[src/rtl/mem_port_sched_if.sv]
// Core-side request/response signals and main-memory port of mem_port_sched.
//
// Handshake semantics:
//   Core side: a requester raises *_req and holds every *_addr/ls_* field stable
//   until its *_rvalid pulse. *_rvalid is high for exactly one cycle, and
//   *_rdata/*_err are valid only in that cycle. A req still high in the cycle
//   after rvalid counts as a new request.
//   Memory side: mem_req and all mem_* fields stay stable until a cycle with
//   mem_ready = 1, which completes the access. For reads, mem_rdata is valid
//   in that same cycle. mem_req may also drop without mem_ready on a timeout
//   abort or on reset.
interface mem_port_sched_if #(
   parameter int MEM_AW = 24
);
   logic              if_req;
   logic [31:0]       if_addr;
   logic              if_rvalid;
   logic [31:0]       if_rdata;
   logic              if_err;

   logic              ls_req;
   logic              ls_we;
   logic [2:0]        ls_func3;
   logic [31:0]       ls_addr;
   logic [31:0]       ls_wdata;
   logic              ls_rvalid;
   logic [31:0]       ls_rdata;
   logic              ls_err;

   logic              mem_req;
   logic              mem_we;
   logic [MEM_AW-1:0] mem_addr;
   logic [3:0]        mem_be;
   logic [31:0]       mem_wdata;
   logic              mem_ready;
   logic [31:0]       mem_rdata;

   // Scheduler view.
   modport slave (
      input  if_req, if_addr, ls_req, ls_we, ls_func3, ls_addr, ls_wdata,
             mem_ready, mem_rdata,
      output if_rvalid, if_rdata, if_err, ls_rvalid, ls_rdata, ls_err,
             mem_req, mem_we, mem_addr, mem_be, mem_wdata
   );

   // Environment view: the core requesters plus the memory.
   modport master (
      output if_req, if_addr, ls_req, ls_we, ls_func3, ls_addr, ls_wdata,
             mem_ready, mem_rdata,
      input  if_rvalid, if_rdata, if_err, ls_rvalid, ls_rdata, ls_err,
             mem_req, mem_we, mem_addr, mem_be, mem_wdata
   );
endinterface

[src/rtl/mem_port_sched.sv]
// Main-memory port scheduler. Arbitrates instruction fetch and load/store
// traffic onto a single memory port and translates byte addresses to
// memory-relative word addresses. It builds byte enables, replicates store
// data across lanes, and aligns and extends load data. Each access runs under
// a timeout; range, alignment and size faults are answered without a memory
// cycle.
module mem_port_sched #(
   parameter logic [31:0] BASE_ADDR  = 32'h0100_0000,
   parameter int          MEM_AW     = 24,
   parameter int          TIMEOUT    = 16,
   parameter int          MAX_LS_RUN = 4
) (
   input  logic            clock,
   input  logic            reset,
   mem_port_sched_if.slave bus,
   output logic            busy,
   output logic [1:0]      dbg_state
);

   typedef enum logic [1:0] {
      S_IDLE = 2'd0,
      S_MEM  = 2'd1,
      S_RESP = 2'd2
   } state_t;

   localparam int RUN_W = $clog2(MAX_LS_RUN + 1);
   localparam int TMO_W = $clog2(TIMEOUT + 1);
   localparam logic [RUN_W-1:0] RUN_MAX   = RUN_W'(MAX_LS_RUN);
   localparam logic [TMO_W-1:0] TMO_LAST  = TMO_W'(TIMEOUT - 1);
   localparam logic [32:0]      MEM_BYTES = 33'd1 << (MEM_AW + 2);

   state_t            state_q, state_d;
   logic [RUN_W-1:0]  ls_run_q, ls_run_d;
   logic [TMO_W-1:0]  tmo_q, tmo_d;
   logic              sel_ls_q, sel_ls_d;
   logic [1:0]        lane_q, lane_d;
   logic [2:0]        func3_q, func3_d;
   logic              mem_req_q, mem_req_d;
   logic              mem_we_q, mem_we_d;
   logic [MEM_AW-1:0] mem_addr_q, mem_addr_d;
   logic [3:0]        mem_be_q, mem_be_d;
   logic [31:0]       mem_wdata_q, mem_wdata_d;
   logic              if_rvalid_q, if_rvalid_d;
   logic              ls_rvalid_q, ls_rvalid_d;
   logic [31:0]       rdata_q, rdata_d;
   logic              err_q, err_d;

   // Request decode for whichever port wins arbitration this cycle.
   logic        grant_ls, grant_if;
   logic [31:0] req_addr, req_off, req_wdata;
   logic [2:0]  req_func3;
   logic        req_we, range_bad, func_bad, align_bad, req_fault;
   logic [3:0]  req_be;

   // Shift the addressed lane down and extend it by access size and signedness.
   function automatic logic [31:0] align_load(input logic [31:0] word,
                                              input logic [1:0]  lane,
                                              input logic [2:0]  f3);
      logic [31:0] sh;
      sh = word >> {lane, 3'b000};
      case (f3[1:0])
         2'b00:   align_load = {{24{sh[7] & ~f3[2]}}, sh[7:0]};
         2'b01:   align_load = {{16{sh[15] & ~f3[2]}}, sh[15:0]};
         default: align_load = sh;
      endcase
   endfunction

   // Arbitration and fault/enable/data decode of the candidate request.
   always_comb begin
      grant_ls  = bus.ls_req && (!bus.if_req || (ls_run_q != RUN_MAX));
      grant_if  = bus.if_req && !grant_ls;
      req_addr  = grant_ls ? bus.ls_addr : bus.if_addr;
      req_func3 = grant_ls ? bus.ls_func3 : 3'b010;
      req_we    = grant_ls && bus.ls_we;
      req_off   = req_addr - BASE_ADDR;
      range_bad = (req_addr < BASE_ADDR) || ({1'b0, req_off} >= MEM_BYTES);
      func_bad  = (req_func3 == 3'b011) || (req_func3[2:1] == 2'b11);
      case (req_func3[1:0])
         2'b00: begin
            align_bad = 1'b0;
            req_be    = 4'b0001 << req_addr[1:0];
            req_wdata = {4{bus.ls_wdata[7:0]}};
         end
         2'b01: begin
            align_bad = req_addr[0];
            req_be    = 4'b0011 << req_addr[1:0];
            req_wdata = {2{bus.ls_wdata[15:0]}};
         end
         default: begin
            align_bad = |req_addr[1:0];
            req_be    = 4'b1111;
            req_wdata = bus.ls_wdata;
         end
      endcase
      if (!req_we) req_wdata = '0;
      req_fault = range_bad | func_bad | align_bad;
   end

   // Next-state logic: IDLE arbitrates, MEM waits for ready or timeout, RESP pulses rvalid.
   always_comb begin
      state_d     = state_q;
      ls_run_d    = ls_run_q;
      tmo_d       = tmo_q;
      sel_ls_d    = sel_ls_q;
      lane_d      = lane_q;
      func3_d     = func3_q;
      mem_req_d   = mem_req_q;
      mem_we_d    = mem_we_q;
      mem_addr_d  = mem_addr_q;
      mem_be_d    = mem_be_q;
      mem_wdata_d = mem_wdata_q;
      if_rvalid_d = 1'b0;
      ls_rvalid_d = 1'b0;
      rdata_d     = rdata_q;
      err_d       = err_q;

      // The LS run only counts while fetch is actually being held off.
      if (!bus.if_req) ls_run_d = '0;

      case (state_q)
         S_IDLE: begin
            rdata_d = '0;
            err_d   = 1'b0;
            if (grant_ls || grant_if) begin
               sel_ls_d = grant_ls;
               lane_d   = req_addr[1:0];
               func3_d  = req_func3;
               if (grant_if) begin
                  ls_run_d = '0;
               end else if (bus.if_req) begin
                  ls_run_d = ls_run_q + RUN_W'(1);
               end
               if (req_fault) begin
                  state_d     = S_RESP;
                  err_d       = 1'b1;
                  if_rvalid_d = grant_if;
                  ls_rvalid_d = grant_ls;
               end else begin
                  state_d     = S_MEM;
                  mem_req_d   = 1'b1;
                  mem_we_d    = req_we;
                  mem_addr_d  = req_off[MEM_AW+1:2];
                  mem_be_d    = req_be;
                  mem_wdata_d = req_wdata;
                  tmo_d       = '0;
               end
            end
         end
         S_MEM: begin
            if (bus.mem_ready) begin
               state_d     = S_RESP;
               mem_req_d   = 1'b0;
               if_rvalid_d = !sel_ls_q;
               ls_rvalid_d = sel_ls_q;
               err_d       = 1'b0;
               if (!sel_ls_q)     rdata_d = bus.mem_rdata;
               else if (mem_we_q) rdata_d = '0;
               else               rdata_d = align_load(bus.mem_rdata, lane_q, func3_q);
            end else if (tmo_q == TMO_LAST) begin
               state_d     = S_RESP;
               mem_req_d   = 1'b0;
               if_rvalid_d = !sel_ls_q;
               ls_rvalid_d = sel_ls_q;
               err_d       = 1'b1;
               rdata_d     = '0;
            end else begin
               tmo_d = tmo_q + TMO_W'(1);
            end
         end
         S_RESP: begin
            state_d = S_IDLE;
            rdata_d = '0;
            err_d   = 1'b0;
         end
         default: state_d = S_IDLE;
      endcase
   end

   // State and registered outputs; reset drops mem_req and discards any access at once.
   always_ff @(posedge clock or negedge reset) begin
      if (!reset) begin
         state_q     <= S_IDLE;
         ls_run_q    <= '0;
         tmo_q       <= '0;
         sel_ls_q    <= 1'b0;
         lane_q      <= '0;
         func3_q     <= '0;
         mem_req_q   <= 1'b0;
         mem_we_q    <= 1'b0;
         mem_addr_q  <= '0;
         mem_be_q    <= '0;
         mem_wdata_q <= '0;
         if_rvalid_q <= 1'b0;
         ls_rvalid_q <= 1'b0;
         rdata_q     <= '0;
         err_q       <= 1'b0;
      end else begin
         state_q     <= state_d;
         ls_run_q    <= ls_run_d;
         tmo_q       <= tmo_d;
         sel_ls_q    <= sel_ls_d;
         lane_q      <= lane_d;
         func3_q     <= func3_d;
         mem_req_q   <= mem_req_d;
         mem_we_q    <= mem_we_d;
         mem_addr_q  <= mem_addr_d;
         mem_be_q    <= mem_be_d;
         mem_wdata_q <= mem_wdata_d;
         if_rvalid_q <= if_rvalid_d;
         ls_rvalid_q <= ls_rvalid_d;
         rdata_q     <= rdata_d;
         err_q       <= err_d;
      end
   end

   assign bus.mem_req   = mem_req_q;
   assign bus.mem_we    = mem_we_q;
   assign bus.mem_addr  = mem_addr_q;
   assign bus.mem_be    = mem_be_q;
   assign bus.mem_wdata = mem_wdata_q;
   assign bus.if_rvalid = if_rvalid_q;
   assign bus.ls_rvalid = ls_rvalid_q;
   // rdata/err registers are zero outside RESP; steer them to the owning port only.
   assign bus.if_rdata  = sel_ls_q ? 32'd0 : rdata_q;
   assign bus.if_err    = err_q & ~sel_ls_q;
   assign bus.ls_rdata  = sel_ls_q ? rdata_q : 32'd0;
   assign bus.ls_err    = err_q & sel_ls_q;
   assign busy          = (state_q != S_IDLE);
   assign dbg_state     = state_q;

endmodule

[src/flat_wrapper.sv]
// flat-port wrapper written by rule: the top's interface ports become plain ports
module mem_port_sched_flat 
#(
   parameter logic [31:0] BASE_ADDR  = 32'h0100_0000,
   parameter int          MEM_AW     = 24,
   parameter int          TIMEOUT    = 16,
   parameter int          MAX_LS_RUN = 4
)
  (clock, reset, busy, dbg_state, bus_if_req, bus_if_addr, bus_ls_req, bus_ls_we, bus_ls_func3, bus_ls_addr, bus_ls_wdata, bus_mem_ready, bus_mem_rdata, bus_if_rvalid, bus_if_rdata, bus_if_err, bus_ls_rvalid, bus_ls_rdata, bus_ls_err, bus_mem_req, bus_mem_we, bus_mem_addr, bus_mem_be, bus_mem_wdata);
  mem_port_sched_if #(.MEM_AW(MEM_AW)) bus_i ();
  input  logic clock;
  input  logic reset;
  output logic busy;
  output logic [1:0] dbg_state;
  input wire logic [$bits(bus_i.if_req)-1:0] bus_if_req;
  input wire logic [$bits(bus_i.if_addr)-1:0] bus_if_addr;
  input wire logic [$bits(bus_i.ls_req)-1:0] bus_ls_req;
  input wire logic [$bits(bus_i.ls_we)-1:0] bus_ls_we;
  input wire logic [$bits(bus_i.ls_func3)-1:0] bus_ls_func3;
  input wire logic [$bits(bus_i.ls_addr)-1:0] bus_ls_addr;
  input wire logic [$bits(bus_i.ls_wdata)-1:0] bus_ls_wdata;
  input wire logic [$bits(bus_i.mem_ready)-1:0] bus_mem_ready;
  input wire logic [$bits(bus_i.mem_rdata)-1:0] bus_mem_rdata;
  output wire logic [$bits(bus_i.if_rvalid)-1:0] bus_if_rvalid;
  output wire logic [$bits(bus_i.if_rdata)-1:0] bus_if_rdata;
  output wire logic [$bits(bus_i.if_err)-1:0] bus_if_err;
  output wire logic [$bits(bus_i.ls_rvalid)-1:0] bus_ls_rvalid;
  output wire logic [$bits(bus_i.ls_rdata)-1:0] bus_ls_rdata;
  output wire logic [$bits(bus_i.ls_err)-1:0] bus_ls_err;
  output wire logic [$bits(bus_i.mem_req)-1:0] bus_mem_req;
  output wire logic [$bits(bus_i.mem_we)-1:0] bus_mem_we;
  output wire logic [$bits(bus_i.mem_addr)-1:0] bus_mem_addr;
  output wire logic [$bits(bus_i.mem_be)-1:0] bus_mem_be;
  output wire logic [$bits(bus_i.mem_wdata)-1:0] bus_mem_wdata;
  assign bus_i.if_req = bus_if_req;
  assign bus_i.if_addr = bus_if_addr;
  assign bus_i.ls_req = bus_ls_req;
  assign bus_i.ls_we = bus_ls_we;
  assign bus_i.ls_func3 = bus_ls_func3;
  assign bus_i.ls_addr = bus_ls_addr;
  assign bus_i.ls_wdata = bus_ls_wdata;
  assign bus_i.mem_ready = bus_mem_ready;
  assign bus_i.mem_rdata = bus_mem_rdata;
  assign bus_if_rvalid = bus_i.if_rvalid;
  assign bus_if_rdata = bus_i.if_rdata;
  assign bus_if_err = bus_i.if_err;
  assign bus_ls_rvalid = bus_i.ls_rvalid;
  assign bus_ls_rdata = bus_i.ls_rdata;
  assign bus_ls_err = bus_i.ls_err;
  assign bus_mem_req = bus_i.mem_req;
  assign bus_mem_we = bus_i.mem_we;
  assign bus_mem_addr = bus_i.mem_addr;
  assign bus_mem_be = bus_i.mem_be;
  assign bus_mem_wdata = bus_i.mem_wdata;
  mem_port_sched #(.BASE_ADDR(BASE_ADDR), .MEM_AW(MEM_AW), .TIMEOUT(TIMEOUT), .MAX_LS_RUN(MAX_LS_RUN)) u_core (.clock(clock), .reset(reset), .bus(bus_i), .busy(busy), .dbg_state(dbg_state));
endmodule
[config.mk]
export PLATFORM = sky130hd
export DESIGN_NAME = mem_port_sched_flat
export DESIGN_NICKNAME = d
export VERILOG_FILES = /design/src/rtl/mem_port_sched_if.sv /design/src/rtl/mem_port_sched.sv /design/src/flat_wrapper.sv
export SDC_FILE = /design/constraint.sdc
export NUM_CORES = 1
export LEC_CHECK = 0
export ABC_AREA = 1
export CORE_ASPECT_RATIO = 0.7
export CORE_MARGIN = 10
export CORE_UTILIZATION = 40
export CTS_CLUSTER_DIAMETER = 50
export DETAILED_ROUTE_END_ITERATION = 8
export PLACE_DENSITY = 0.77
export SLEW_MARGIN = 30
export SYNTH_ARGS = -nofsm -noshare
export SYNTH_HDL_FRONTEND = slang
export SYNTH_SLANG_ARGS = --single-unit
[constraint.sdc]
create_clock -name clock -period 2.4 [get_ports clock]
set_input_delay 0.24 -clock clock [delete_from_list [all_inputs] [get_ports clock]]
set_output_delay 0.24 -clock clock [all_outputs]
set_load 0.05 [all_outputs]
* Yosys cells after proc, flatten, opt, wreduce, memory -nomap -nowiden
Cells that the tools add are included.
Word-level totals: register bits after elaboration 113, bits of input ports 137, output and inout port bits 133, logic and storage cells 120
Operators by class: add/sub/neg operators 3, $lt $le $gt $ge 2, equal/unequal tests 13, shifts and indexed selects 3, muxes and demuxes 49, bitwise logic cells 9, reduce and logical (&&, ||, !) cells 26
Operators by type and width (count):
- $mux 32 | 8
- $pmux 32 s2 | 3
- $ge 32x27->1 const B | 1
- $lt 32x25->1 const B | 1
- $shr 32x5->32 | 1
- $sub 32x25->32 const B | 1
- $mux 5 | 4
- $mux 3 | 6
- $mux 1 | 16
- $pmux 5 s2 | 1
- $mux 2 | 4
- $pmux 1 s2 | 4
- $pmux 4 s2 | 1
- $reduce_and 2->1 | 4
- $eq 2x1->1 const B | 3
- $logic_not 2->1 | 3
- $ne 2x2->1 const B | 3
- $reduce_bool 2->1 | 3
- $add 5x1->5 const B | 1
- $eq 5x4->1 const B | 1
- $reduce_and 5->1 | 1
- $and 1x1->1 | 4
- $eq 2x2->1 const B | 2
- $logic_or 1x1->1 | 4
- 17 further kinds | 25

* Depth between registers and ports, before layout
depth in word-level cells 12, gate-level depth with buffers 16, mapped depth without buffers 15

* Worst setup path after synthesis
OpenSTA, ideal clock, no wires.
path kind reg2reg, start point register u_core.state_q[0], in the netlist u_core.dbg_state[0], end point register u_core.rdata_q[20], library setup time 0.083 ns, arrival 2.255 ns, required time 2.317 ns, setup slack 0.062 ns, stages on the path, launching flop included 8, path buffers 2, period minus slack after synthesis 2.338 ns, cell sequence dfrtp_1 > inv_1 > ha_1 > buf_2 > nor4_1 > clkbuf_1 > o21ai_0 > o21ai_0
On the way: cells in the longest elaborated chain, start to end 4, elaborated cells between the ends (all ways) 8, classes of those cells 3 x eq/ne; 1 x mux; 4 x reduce/logical
Ends and longest elaborated chain:
- start, declared | RTL line mem_port_sched.sv:32 | state_t state_q, state_d;
- start signal, assigned | RTL line mem_port_sched.sv:198 | state_q <= state_d;
- $eq 2x2->1 or $logic_not 2->1 (tied branches) | RTL line mem_port_sched.sv:120 | case (state_q)
- $reduce_or 2->1 (no source line)
- $reduce_bool 2->1 (no source line)
- $reduce_and 2->1 (no source line)
- end signal, assigned | RTL line mem_port_sched.sv:211 | rdata_q <= rdata_d;
- end, declared | RTL line mem_port_sched.sv:45 | logic [31:0] rdata_q, rdata_d;
Several ways; a longest one is shown, not always the timed one. A chain may end at the register's enable or synchronous reset.

* Final worst setup path
start point register u_core.sel_ls_q, end point output bus_if_rdata[19]
On the way: cells in the longest elaborated chain, start to end 1
Ends and longest elaborated chain:
- start, declared | RTL line mem_port_sched.sv:35 | logic sel_ls_q, sel_ls_d;
- start signal, assigned | RTL line mem_port_sched.sv:201 | sel_ls_q <= sel_ls_d;
- $mux 32 | RTL line mem_port_sched.sv:224 | assign bus.if_rdata = sel_ls_q ? 32'd0 : rdata_q;
- end, declared | RTL line flat_wrapper.sv:25 | output wire logic [$bits(bus_i.if_rdata)-1:0] bus_if_rdata;
Every way passes these cells.

==> summary.txt <==
Run status
  – Run status: complete, no violations

GRT
  – Vias in the first global route: 7051
  – Total grt overflow: 0
  – First-pass GRT wire length: 38.4 mm
  – Gr usage total: 20.8%
  – Initial antenna violation count: 0
  – Largest net degree at the start of global routing: 61

Floorplanning
  – Core ar.: 17100 µm²
  – Starting Density: 40.6%
  – I/O pin total: 270
  – Die Ht: 130 µm
  – Die W: 178 µm
  – # rows: 40
  – Die footprint: 23200 µm²

Timing
  – Slew @ Worst Pin: 803 ps
  – Crit share post-route: 97.2%
  – Rel. slew slack: 46.5%
  – Fmax achieved: 429 MHz
  – # setup viols final: 0
  – Final worst slack: 68.3 ps
  – Max-slew violations: 0
  – Skew final: 7.47 ps
  – Fin crit period: 2330 ps
  – Final hold vios: 0

Clock network
  – Clk pin slew, worst setup/hold paths: 60 ps
  – CTS Root Cell: clkbuf_16
  – Inserted Clock Buffers: 17
  – H-tree Lvls: 4
  – Clk_lat worst skew: 410 ps
  – Clock buffer depth: 2
  – # clock sinks: 113
  – CTS tree: built

Synth
  – Yosys top cell area share: 40.6%
  – Synth Net Count: 1058
  – Distinct cells, synth: 40
  – Most common cell in the netlist: nand2_1
  – Count of flip-flops with a built-in enable after synthesis: 0
  – Mean post-synth cell area: 7.63 µm²
  – Synth area leaders: dfrtp_1 41%, nand2_1 12%, o21ai_0 7.2%, o21ai_2 6.8%, inv_1 6.7%
  – Post-Syn Area: 6960 µm²
  – Yosys top cell by area: dfrtp_1
  – Main flop type after synthesis: dfrtp_1
  – Post-synth top cells: 227 x nand2_1, 125 x inv_1, 113 x dfrtp_1
  – Register area share after synthesis: 40.6%
  – Share of synthesized registers carrying an async set or reset: 100%
  – Ys Warns: 0
  – Yosys reg bits: 113
  – Post-synthesis cell count: 912

Finish
  – Antenna Cells: 0
  – Final Util: 63.8%
  – Ratio of cells with drive above 1 in the final layout: 17.6%
  – Layout area overhead: 57.1%
  – Non-Filler Instances: 1458
  – Final #Nets: 1360

Power
  – Max VDD drop: 426 µV
  – P per Cell Area: 798 nW/µm²
  – Leak Pwr: 0.00547 µW

Place
  – Port Buffers: 269
  – HPWL after DPL: 18.8 mm
  – Placed instance count: 1406
  – RePlAce Congestion: 0.928
  – Dpl ws: -86.5 ps

Setup path
  – Cell count along the critical path: 2
  – Largest delay share family, worst path: buffers and inverters
  – R2R depth: 16
  – Crit Path Max Fanout: 44
  – Crit path kind: reg -> out
  – Critical Path Start Type: flip-flop
  – CP arrival: 2090 ps
  – Kind of end point of the critical path: output port
  – Data required time at the worst endpoint: 2160 ps
  – Critical-path top delay cell: clkdlybuf4s50_1
  – Critical path buffers and inverters: 1
  – Max stage delay on crit path: 830 ps
  – CP Cell Sequence: nor2_1 -> clkdlybuf4s50_1

Detailed routing
  – First-pass detailed-route iteration total: 7
  – DR WL/cell: 17.7 µm
  – DR vias/cell: 5.08
  – Vias: 7400
  – Antenna viol nets, final: 0
  – WL final: 25.8 mm
  – DRC: 0
  – DR iter-0 viols: 559

Worst hold path
  – Hold path cells: 3
  – Hold WC Path Type: in -> reg

Job
  – MaxCap Viol Count: 0
==> timing repair <==
item,in CTS,in global routing
hold buffers,1,0
pin swaps,0,7
resized for setup,2,32
cloned,0,13
buffers inserted,0,6
endpoints found under the setup margin,19,81
hold endpoints to repair,57,0
==> stage by stage <==
stage | area (µm²) | hold WS, ps | setup TNS, ps | power (µW)
finish | 10900 | 439 | 0 | 8720
global route | 10900 | 446 | -16.7 | 9220
global placement | 9940 | 376 | -41.6 | 6160
floorplan | 6960 | -55.6 | 0 | 4830
CTS | 10500 | 429 | 0 | 8650
detailed placement | 9940 | 383 | -4180 | 6200
==> kinds of logic (layout without fill, tap and decap cells) <==
family / count (synthesis) / after routing / share of synthesized area (%)
compound gates: 217 / 217 / 20.3
xor+xnor: 3 / 3 / 0.378
fa+ha+maj: 9 / 9 / 1.62
buf+inv: 179 / 492 / 11.2
flops: 113 / 113 / 40.6
mux: 22 / 22 / 3.17
simple gates: 369 / 371 / 22.7
==> cell usage in the layout (no fill, tap or decap), types with 4 or more instances in the layout <==
cell type / n
nand2_1: 221
clkdlybuf4s50_1: 217
inv_1: 123
dfrtp_1: 112
o21ai_0: 100
buf_4: 80
nor2_1: 68
o21ai_2: 54
nand3_1: 43
clkbuf_16: 23
mux2i_1: 22
dlymetal6s2s_1: 15
a22oi_1: 10
o22ai_1: 10
o221ai_1: 8
nand2_2: 8
a21oi_1: 8
a31oi_1: 8
o211ai_1: 8
ha_1: 7
nand4_1: 6
buf_6: 6
buf_12: 6
nand3b_1: 5
o21ai_1: 4
nand2_4: 4
nand3_2: 4
nor2_4: 4
o31ai_1: 4
clkinv_2: 4
==> metal layers <==
layer | vias up | wire length [µm] | track usage, %
met1 | 3460 | 11800 | 28.6
met5 | - | 0 | 0
met3 | 22 | 2420 | 6.47
li1 | 3589 | - | -
met4 | 0 | 233 | 4.06
met2 | 329 | 11300 | 31.6
==> worst register-to-register path, stage by stage (launching register included) <==
cell	delay (ps)
dfrtp_1	370
inv_2	60
ha_4	160
nand3_4	120
nand2_4	90
nand2_2	80
nand2_2	70
ha_4	170
nand3b_1	170
nand2_2	100
nand2_4	60
nor2_4	120
buf_12	150
nand2_8	120
clkbuf_16	210
nand2_1	80
o21ai_2	60
==> cell type report <==
class	instances	area, µm²
Inverter	129	484
Multi-Input combinational cell	622	3450
Clock buffer	20	457
Sequential cell	113	2830
Clock inverter	12	108
Timing Repair Buffer	331	3310
Fill cell	1467	6190
Tap cell	231	289
==> final timing paths <==
kind	startpoint	to	slack [ps]
max	u_core.sel_ls_q$_DFFE_PN0P_	bus_if_rdata[19]	70
min	bus_ls_wdata[3]	u_core.bus.mem_wdata[3]$_DFFE_PN0P_	440
max reg2reg	u_core.ls_run_q[1]$_DFF_PN0_	u_core.bus.mem_wdata[26]$_DFFE_PN0P_	100
min reg2reg	u_core.tmo_q[4]$_DFFE_PN0P_	u_core.tmo_q[4]$_DFFE_PN0P_	470
max in group asynchronous	reset	u_core.bus.mem_addr[18]$_DFFE_PN0P_	1210
min in group asynchronous	reset	u_core.rdata_q[0]$_DFFE_PN0P_	480
==> flip-flops by register name, indices dropped and copies added, names as in the netlist, 2 cells and up <==
signal,count
u_core.rdata_q,32
u_core.bus.mem_wdata,32
u_core.lane_q,2
u_core.tmo_q,5
u_core.bus.mem_addr,24
u_core.bus.mem_be,4
u_core.ls_run_q,3
u_core.dbg_state,2
u_core.func3_q,3
==> power breakdown <==
group          switching, µW  leakage, µW  total [µW]  internal, µW
clock network            930     0.000273        2410          1480
logic                   2520      0.00366        3860          1340
registers                298      0.00154        2450          2150
(Power assumes the default switching activity.)
